<file path="src/rtl/cpu_fetch_unit_if.sv">
// Fetch-unit bus bundle: shared memory port plus the execute-stage side.
// master = fetch unit, slave = memory/execute environment.
interface cpu_fetch_unit_if #(
    parameter int DATA_W = 16,
    parameter int ADDR_W = 9
) ();
    logic [1:0]        mem_cmd;
    logic [ADDR_W-1:0] mem_addr;
    logic [DATA_W-1:0] write_data;
    logic [DATA_W-1:0] read_data;
    logic              mem_ready;
    logic [DATA_W-1:0] ins;
    logic              ins_valid;
    logic              ins_ack;
    logic              branch_en;
    logic              branch_rel;
    logic [ADDR_W-1:0] branch_target;
    logic              halt;
    logic              d_req;
    logic              d_we;
    logic [ADDR_W-1:0] d_addr;
    logic [DATA_W-1:0] d_wdata;
    logic [DATA_W-1:0] d_rdata;
    logic              d_done;
    logic [ADDR_W-1:0] pc;
    logic              halted;

    modport master (
        output mem_cmd, mem_addr, write_data,
        output ins, ins_valid, d_rdata, d_done, pc, halted,
        input  read_data, mem_ready, ins_ack,
        input  branch_en, branch_rel, branch_target, halt,
        input  d_req, d_we, d_addr, d_wdata
    );

    modport slave (
        input  mem_cmd, mem_addr, write_data,
        input  ins, ins_valid, d_rdata, d_done, pc, halted,
        output read_data, mem_ready, ins_ack,
        output branch_en, branch_rel, branch_target, halt,
        output d_req, d_we, d_addr, d_wdata
    );
endinterface

</file>
<file path="src/rtl/cpu_fetch_unit.sv">
// Instruction fetch and shared memory-port controller for the 16-bit CPU.
// Owns PC/IR and arbitrates the one memory port between fetch and load/store.
module cpu_fetch_unit #(
    parameter int          DATA_W   = 16,
    parameter int          ADDR_W   = 9,
    parameter int unsigned RESET_PC = 0
) (
    input  logic           clk,
    input  logic           reset,
    cpu_fetch_unit_if.master bus
);
    localparam logic [ADDR_W-1:0] RST_PC = ADDR_W'(RESET_PC);
    localparam logic [1:0] MNONE  = 2'b00;
    localparam logic [1:0] MREAD  = 2'b01;
    localparam logic [1:0] MWRITE = 2'b10;

    typedef enum logic [2:0] {
        S_IDLE,
        S_FETCH,
        S_HOLD,
        S_DATA,
        S_HALT
    } state_t;

    state_t            state_q, state_d;
    logic [ADDR_W-1:0] pc_q, pc_d;
    logic [DATA_W-1:0] ins_q, ins_d;
    logic              vld_q, vld_d;
    logic [DATA_W-1:0] rdata_q, rdata_d;
    logic              done_q, done_d;
    logic              we_q, we_d;
    logic [ADDR_W-1:0] daddr_q, daddr_d;
    logic [DATA_W-1:0] wdata_q, wdata_d;
    logic [1:0]        cmd;
    logic [ADDR_W-1:0] addr;

    // State and datapath registers; reset aborts any access in flight.
    always_ff @(posedge clk or posedge reset) begin
        if (reset) begin
            state_q <= S_IDLE;
            pc_q    <= RST_PC;
            ins_q   <= '0;
            vld_q   <= 1'b0;
            rdata_q <= '0;
            done_q  <= 1'b0;
            we_q    <= 1'b0;
            daddr_q <= '0;
            wdata_q <= '0;
        end else begin
            state_q <= state_d;
            pc_q    <= pc_d;
            ins_q   <= ins_d;
            vld_q   <= vld_d;
            rdata_q <= rdata_d;
            done_q  <= done_d;
            we_q    <= we_d;
            daddr_q <= daddr_d;
            wdata_q <= wdata_d;
        end
    end

    // Next state, datapath updates and memory-port decode.
    always_comb begin
        state_d = state_q;
        pc_d    = pc_q;
        ins_d   = ins_q;
        vld_d   = vld_q;
        rdata_d = rdata_q;
        done_d  = 1'b0;
        we_d    = we_q;
        daddr_d = daddr_q;
        wdata_d = wdata_q;
        cmd     = MNONE;
        addr    = pc_q;
        case (state_q)
            S_IDLE: begin
                state_d = S_FETCH;
            end
            S_FETCH: begin
                cmd = MREAD;
                if (bus.mem_ready) begin
                    ins_d   = bus.read_data;
                    pc_d    = pc_q + ADDR_W'(1);
                    vld_d   = 1'b1;
                    state_d = S_HOLD;
                end
            end
            S_HOLD: begin
                // Data requests win; a concurrent ack is dropped.
                if (bus.d_req) begin
                    we_d    = bus.d_we;
                    daddr_d = bus.d_addr;
                    wdata_d = bus.d_wdata;
                    state_d = S_DATA;
                end else if (bus.ins_ack) begin
                    vld_d = 1'b0;
                    if (bus.halt) begin
                        state_d = S_HALT;
                    end else begin
                        if (bus.branch_en) begin
                            pc_d = bus.branch_rel
                                 ? pc_q + bus.branch_target
                                 : bus.branch_target;
                        end
                        state_d = S_FETCH;
                    end
                end
            end
            S_DATA: begin
                cmd  = we_q ? MWRITE : MREAD;
                addr = daddr_q;
                if (bus.mem_ready) begin
                    if (!we_q) begin
                        rdata_d = bus.read_data;
                    end
                    done_d  = 1'b1;
                    state_d = S_HOLD;
                end
            end
            S_HALT: begin
                state_d = S_HALT;
            end
            default: begin
                state_d = S_IDLE;
            end
        endcase
    end

    assign bus.mem_cmd    = cmd;
    assign bus.mem_addr   = addr;
    assign bus.write_data = wdata_q;
    assign bus.ins        = ins_q;
    assign bus.ins_valid  = vld_q;
    assign bus.d_rdata    = rdata_q;
    assign bus.d_done     = done_q;
    assign bus.pc         = pc_q;
    assign bus.halted     = (state_q == S_HALT);
endmodule

</file>
<file path="src/flat_wrapper.sv">
// flat-port wrapper written by rule: the top's interface ports become plain ports
module cpu_fetch_unit_flat 
#(
    parameter int          DATA_W   = 16,
    parameter int          ADDR_W   = 9,
    parameter int unsigned RESET_PC = 0
)
  (clk, reset, bus_mem_cmd, bus_mem_addr, bus_write_data, bus_ins, bus_ins_valid, bus_d_rdata, bus_d_done, bus_pc, bus_halted, bus_read_data, bus_mem_ready, bus_ins_ack, bus_branch_en, bus_branch_rel, bus_branch_target, bus_halt, bus_d_req, bus_d_we, bus_d_addr, bus_d_wdata);
  cpu_fetch_unit_if #(.DATA_W(DATA_W), .ADDR_W(ADDR_W)) bus_i ();
  input  logic clk;
  input  logic reset;
  output wire logic [$bits(bus_i.mem_cmd)-1:0] bus_mem_cmd;
  output wire logic [$bits(bus_i.mem_addr)-1:0] bus_mem_addr;
  output wire logic [$bits(bus_i.write_data)-1:0] bus_write_data;
  output wire logic [$bits(bus_i.ins)-1:0] bus_ins;
  output wire logic [$bits(bus_i.ins_valid)-1:0] bus_ins_valid;
  output wire logic [$bits(bus_i.d_rdata)-1:0] bus_d_rdata;
  output wire logic [$bits(bus_i.d_done)-1:0] bus_d_done;
  output wire logic [$bits(bus_i.pc)-1:0] bus_pc;
  output wire logic [$bits(bus_i.halted)-1:0] bus_halted;
  input wire logic [$bits(bus_i.read_data)-1:0] bus_read_data;
  input wire logic [$bits(bus_i.mem_ready)-1:0] bus_mem_ready;
  input wire logic [$bits(bus_i.ins_ack)-1:0] bus_ins_ack;
  input wire logic [$bits(bus_i.branch_en)-1:0] bus_branch_en;
  input wire logic [$bits(bus_i.branch_rel)-1:0] bus_branch_rel;
  input wire logic [$bits(bus_i.branch_target)-1:0] bus_branch_target;
  input wire logic [$bits(bus_i.halt)-1:0] bus_halt;
  input wire logic [$bits(bus_i.d_req)-1:0] bus_d_req;
  input wire logic [$bits(bus_i.d_we)-1:0] bus_d_we;
  input wire logic [$bits(bus_i.d_addr)-1:0] bus_d_addr;
  input wire logic [$bits(bus_i.d_wdata)-1:0] bus_d_wdata;
  assign bus_mem_cmd = bus_i.mem_cmd;
  assign bus_mem_addr = bus_i.mem_addr;
  assign bus_write_data = bus_i.write_data;
  assign bus_ins = bus_i.ins;
  assign bus_ins_valid = bus_i.ins_valid;
  assign bus_d_rdata = bus_i.d_rdata;
  assign bus_d_done = bus_i.d_done;
  assign bus_pc = bus_i.pc;
  assign bus_halted = bus_i.halted;
  assign bus_i.read_data = bus_read_data;
  assign bus_i.mem_ready = bus_mem_ready;
  assign bus_i.ins_ack = bus_ins_ack;
  assign bus_i.branch_en = bus_branch_en;
  assign bus_i.branch_rel = bus_branch_rel;
  assign bus_i.branch_target = bus_branch_target;
  assign bus_i.halt = bus_halt;
  assign bus_i.d_req = bus_d_req;
  assign bus_i.d_we = bus_d_we;
  assign bus_i.d_addr = bus_d_addr;
  assign bus_i.d_wdata = bus_d_wdata;
  cpu_fetch_unit #(.DATA_W(DATA_W), .ADDR_W(ADDR_W), .RESET_PC(RESET_PC)) u_core (.clk(clk), .reset(reset), .bus(bus_i));
endmodule
</file>
<file path="config.mk">
export PLATFORM = sky130hd
export DESIGN_NAME = cpu_fetch_unit_flat
export DESIGN_NICKNAME = d
export VERILOG_FILES = /design/src/rtl/cpu_fetch_unit_if.sv /design/src/rtl/cpu_fetch_unit.sv /design/src/flat_wrapper.sv
export SDC_FILE = /design/constraint.sdc
export NUM_CORES = 1
export LEC_CHECK = 0
export BUFFER_PORTS_ARGS = -buffer_cell sky130_fd_sc_hd__buf_2
export CAP_MARGIN = 20
export CORE_MARGIN = 1
export CORE_UTILIZATION = 46
export CTS_BUF_LIST = sky130_fd_sc_hd__clkbuf_16
export DETAILED_ROUTE_END_ITERATION = 10
export GPL_ROUTABILITY_DRIVEN = 0
export PLACE_DENSITY = 0.74
export SYNTH_ARGS = -nofsm -noshare
export SYNTH_HDL_FRONTEND = slang
export SYNTH_SLANG_ARGS = --single-unit
</file>
<file path="constraint.sdc">
create_clock -name clk -period 5.3 [get_ports clk]
set_input_delay 1.325 -clock clk [delete_from_list [all_inputs] [get_ports clk]]
set_output_delay 1.325 -clock clk [all_outputs]
set_load 0.02 [all_outputs]
</file>
# After elaboration in Yosys (flattened, before gate mapping)
# Cells that the tools add are included.
# op_classes
n_bitwise,1
n_reduce_logical,9
n_addsub,2
n_eq_ne,11
mux,21
# op_table
operator,count
$mux 9,7
$pmux 9 s2,1
$mux 3,4
$pmux 3 s4,1
$ne 2x2->1 const B,5
$add 9x1->9 const B,1
$add 9x9->9,1
$eq 3x2->1 const B,2
$reduce_and 2->1,3
$reduce_and 6->1,1
$mux 1,5
$pmux 2 s2,1
$reduce_and 4->1,1
$eq 3x1->1 const B,1
$eq 3x3->1 const B,1
$logic_not 3->1,1
$ne 3x3->1 const B,1
$reduce_and 3->1,1
$mux 2,1
$ne 2x1->1 const B,1
$pmux 1 s2,1
$reduce_bool 2->1,1
$reduce_or 2->1,1
$not 1->1,1
# totals
wordCells,53
input_bits,59
reg_bits,72

# Depth between registers and ports, before layout
# depth
word_depth,7
ltp_mapped,8
mapped_depth_nobuf,8

# Worst setup path after synthesis
# OpenSTA, ideal clock, no wires.
# synth_timing
kind,input port to flip-flop
from,in bus_branch_target[0]
to,"reg u_core.pc_q[8], in the netlist u_core.bus.pc[8]"
path_slack_ps,2374
setup_time_ps,126
n_path_buf,0
arrival_ps,2800
stages,8
path_cell_list,ha_1 inv_1 fa_1 nand2b_1 a21oi_1 o311a_1 o211ai_1 a221o_1
# synth_via
elab_chain_len,7
# synth_lines
element,line,text
"start, declared",flat_wrapper.sv:26,input wire logic [$bits(bus_i.branch_target)-1:0] bus_branch_target;
$add 9x9->9,cpu_fetch_unit.sv:102,? pc_q + bus.branch_target
$mux 9,cpu_fetch_unit.sv:102,
$mux 9,cpu_fetch_unit.sv:100,if (bus.branch_en) begin
$mux 9,cpu_fetch_unit.sv:97,if (bus.halt) begin
$mux 9,cpu_fetch_unit.sv:95,end else if (bus.ins_ack) begin
$mux 9,cpu_fetch_unit.sv:90,if (bus.d_req) begin
$pmux 9 s2,cpu_fetch_unit.sv:75,case (state_q)
"end signal, assigned",cpu_fetch_unit.sv:51,pc_q <= pc_d;
"end, declared",cpu_fetch_unit.sv:26,"logic [ADDR_W-1:0] pc_q, pc_d;"
# Every way passes these cells. The select of a mux whose other input is x is not followed.
# A chain may end at the register's enable or synchronous reset.

# Final worst setup path
# layout_timing
from,reg u_core.state_q[2]
to,out bus_mem_addr[3]
# layout_via
elab_chain_len,2
# layout_lines
element,line,text
"start, declared",cpu_fetch_unit.sv:25,"state_t state_q, state_d;"
"start signal, assigned",cpu_fetch_unit.sv:50,state_q <= state_d;
$eq 3x2->1,cpu_fetch_unit.sv:75,
$mux 9,cpu_fetch_unit.sv:75,
"end, declared",flat_wrapper.sv:13,output wire logic [$bits(bus_i.mem_addr)-1:0] bus_mem_addr;
# Every way passes these cells.

==> impl_metrics.csv <==
group,metric,value,unit
floorplanning,floorplan.die_area,8600,sq um
detailed_routing,antenna_violating_nets_post_route,0,
timing,fin_crit,3.34,ns
power,power.combinational.fraction,0.505,
layout,fillerInstances,665,
clock_network,cts.hold.buffers_added,0,
power,clock_power_share,0.169,
setup_path,timing.critical_path.slowest_stage_cell,"sky130_fd_sc_hd__dfrtp_1",
synthesis,synth_async_sr_flop_share,1.00,
setup_path,required,3.97,ns
timing,relative_slew_margins,0.414,
synthesis,ys_top_cells_by_count,"sky130_fd_sc_hd__dfrtp_1 (72), sky130_fd_sc_hd__mux2_2 (37), sky130_fd_sc_hd__mux2_4 (30)",
setup_path,number_of_buffers_and_inverters_on_the_critical_path,1,
clock_network,clock_latency_reported_for_the_late_side_of_the_worst_skew_pair,0.32,ns
synthesis,synthDominantCellAreaShare,0.476,
synthesis,synth_area_leaders,"sky130_fd_sc_hd__dfrtp_1 (48%), sky130_fd_sc_hd__mux2_4 (12%), sky130_fd_sc_hd__mux2_2 (11%)",
setup_path,critPathArrivalTime,2.02,ns
clock_network,cts_htree_levels,3,
power,power.sequential.fraction,0.325,
hold_path,hold_class,"flip-flop to flip-flop",
detailed_routing,viasPerCell,5.28,
power,p_sw_frac,0.411,
detailed_routing,drt_pre_antenna_iters,4,
synthesis,synthFlopType,"sky130_fd_sc_hd__dfrtp_1",
synthesis,synth_cells,293,
synthesis,netlist_cell_types,55,
timing,clock.fmax,299,MHz
setup_path,cp-end-kind,"output port",
detailed_routing,routed_wl,8.57,mm
clock_network,tritoncts,"built",
setup_path,cp_max_fo,11,
timing,finalClockSkew,0.00789,ns
clock_network,tritoncts_num_sinks,72,
power,internal_power,1.90,mW
timing,setup-violations-final,0,
setup_path,cp_slowest_stage_delay,0.70,ns
floorplanning,io_pins,130,
clock_network,numCtsBuffers,9,
layout,design.final.nets,491,
floorplanning,initial_utilization,0.483,
timing,least_margin_pin_slew,0.879,ns
timing,fin_crit_sh,0.631,
power,max-vdd-ir-drop,358,uV
outcome,run_status,"finished clean",
layout,syn2layout_area_growth,25.0,%
detailed_routing,via_count,2794,
global_routing,number_of_global_route_vias_before_repair,2761,
synthesis,synth-seq-area-share,0.476,
layout,post_layout_nonfiller_instances,529,
clock_network,cts_buffer_depth,2,
global_routing,global_route.overflow_total,0,
power,leakagePower,2.30,nW
detailed_routing,wl_per_cell,16.2,um
synthesis,syn-cell-area,3790,sq um
placement,place.detailed.hpwl,6.34,mm
timing,slew_violations,0,
setup_path,start_kind,"flip-flop",
floorplanning,row_count,32,
power,power-per-cell-area,682,nW/um^2
clock_network,post_cts_resized,0,
global_routing,wire_length_of_the_first_global_routing_pass,13.8,mm
setup_path,worstPathCellList,"nor2b_4, nand2_1, mux2_2, buf_2",
synthesis,synth.net_count,362,
detailed_routing,drc,0,
synthesis,netlist.top_cell.by_area,"sky130_fd_sc_hd__dfrtp_1",
layout,post_route_cells_drive_above_1_share,0.525,
setup_path,path_delay_family,"flip-flops",
timing,rsz0062_at_grt,"false",
synthesis,yosys_register_bits,72,
setup_path,critical_path_class,"flip-flop to output port",
floorplanning,design.core.area,7850,sq um
placement,placement.io_buffers,129,
clock_network,cts.repair_timing.setup_buffer_count,0,
global_routing,track_usage,0.203,
synthesis,synth-edff-count,0,
power,total_switching_power,1.33,mW
layout,diodes,0,
clock_network,cts-root-buf,"sky130_fd_sc_hd__clkbuf_16",
synthesis,post-synth-top-count-cell,"sky130_fd_sc_hd__dfrtp_1",
flow_run,timing.max_cap.violations,0,
timing,timing.setup.tns,0,ns
floorplanning,dieWidth,92.8,um
global_routing,antenna_found_initial,0,
placement,post-place-cells,513,
global_routing,grt_start_max_net_pins,42,
clock_network,clkSlewWorstSetupHoldPaths,0.06,ns
detailed_routing,detailedRoute.firstIterationViolations,88,
timing,timing.final.hold_violations,0,
floorplanning,die_h,92.8,um
synthesis,yosys_warnings,0,
synthesis,synth_area_per_cell,12.9,sq um
final cells by class:
class / instances / area (sq um) / area share
Clock inverter: 7 / 46.3 / 0.00978
Multi-Input combinational cell: 199 / 1840 / 0.389
Tap cell: 102 / 128 / 0.0269
Sequential cell: 72 / 1800 / 0.380
Inverter: 9 / 33.8 / 0.00713
Clock buffer: 9 / 225 / 0.0476
Timing Repair Buffer: 131 / 661 / 0.139
cells by family after synthesis:
logic type | after synthesis | synth area share
DFF | 72 | 0.476
muxes | 68 | 0.232
and+or+nand+nor | 62 | 0.107
AOI/OAI and AO/OA | 53 | 0.0941
buffers and inverters | 22 | 0.0426
adders and majority gates | 10 | 0.0350
xor gates and xnor gates | 6 | 0.0139
stage by stage:
step	cell area, sq um	setup slack (ns)	power [mW]	util	hold WS, ns
after floorplan	3790	2.15	2.25	-	0.477
after global placement	4460	2.17	2.65	0.569	0.484
after detailed placement	4460	2.12	2.70	0.569	0.490
after CTS	4740	1.91	3.26	0.603	0.506
after global routing	4740	1.84	3.44	0.603	0.518
final	4740	1.96	3.23	0.603	0.502
sequential cells by signal, summed over array words and instances, names as in the netlist:
signal / count
u_core.bus.pc: 9
u_core.state_q: 3
u_core.we_q: 1
u_core.daddr_q: 9
u_core.bus.d_rdata: 16
u_core.bus.ins_valid: 1
u_core.bus.d_done: 1
u_core.bus.ins: 16
u_core.bus.write_data: 16
path summary, 6_finish.rpt:
kind                       slack (ns)                        end              startpoint  cells past startpoint
max in group asynchronous        3.19   u_core.bus.write_data[9]                   reset                      3
min reg2reg                      0.50     u_core.bus.d_rdata[10]  u_core.bus.d_rdata[10]                      1
min in group asynchronous        1.17  u_core.bus.write_data[10]                   reset                      2
min                              0.50     u_core.bus.d_rdata[10]  u_core.bus.d_rdata[10]                      1
max                              1.96            bus_mem_addr[3]       u_core.state_q[2]                      4
max reg2reg                      2.92           u_core.bus.pc[8]        u_core.bus.pc[0]                      8
worst register-to-register path, stage by stage, from the launching register on:
cell	delay [ns]
sky130_fd_sc_hd__dfrtp_1	0.52
sky130_fd_sc_hd__ha_1	0.25
sky130_fd_sc_hd__inv_1	0.06
sky130_fd_sc_hd__fa_1	0.39
sky130_fd_sc_hd__nand2b_1	0.18
sky130_fd_sc_hd__a21oi_1	0.25
sky130_fd_sc_hd__o311a_1	0.21
sky130_fd_sc_hd__o211ai_1	0.09
sky130_fd_sc_hd__a221o_1	0.32
layer usage:
layer / up-vias / wire length (um) / global-route usage
met1: 1339 / 3810 / 0.278
met3: 10 / 548 / 0.0435
li1: 1325 / - / -
met4: 0 / 107 / 0.0577
met2: 120 / 4100 / 0.325
met5: - / 0 / 0
cells in the final DEF (no fill, tap or decap), types with 3 or more instances in the layout:
master and instances:
sky130_fd_sc_hd__a21oi_1 14, sky130_fd_sc_hd__mux2_4 30, sky130_fd_sc_hd__clkbuf_16 9, sky130_fd_sc_hd__buf_2 129, sky130_fd_sc_hd__and3_1 4, sky130_fd_sc_hd__inv_1 9, sky130_fd_sc_hd__o21ai_1 5, sky130_fd_sc_hd__nand3_1 3
sky130_fd_sc_hd__a211oi_1 5, sky130_fd_sc_hd__o21ai_0 9, sky130_fd_sc_hd__inv_6 3, sky130_fd_sc_hd__xor2_1 3, sky130_fd_sc_hd__nand2_1 14, sky130_fd_sc_hd__nor2b_4 3, sky130_fd_sc_hd__nand2b_1 5, sky130_fd_sc_hd__nor2_1 7
sky130_fd_sc_hd__dfrtp_1 72, sky130_fd_sc_hd__ha_1 9, sky130_fd_sc_hd__mux2_2 37, sky130_fd_sc_hd__o211ai_1 3, sky130_fd_sc_hd__xnor2_1 3, sky130_fd_sc_hd__nor3_1 5
power by group through the flow:
| stage | Combinational [mW] | Clock, mW | Sequential (mW) |
|---|---|---|---|
| floorplan | 0.977 | 0 | 1.27 |
| detailed placement | 1.64 | 0 | 1.06 |
| finish | 1.63 | 0.547 | 1.05 |
| global placement | 1.61 | 0 | 1.04 |
| global route | 1.76 | 0.583 | 1.09 |
| CTS | 1.65 | 0.557 | 1.05 |
No activity file was read; power rests on OpenSTA's default activity.
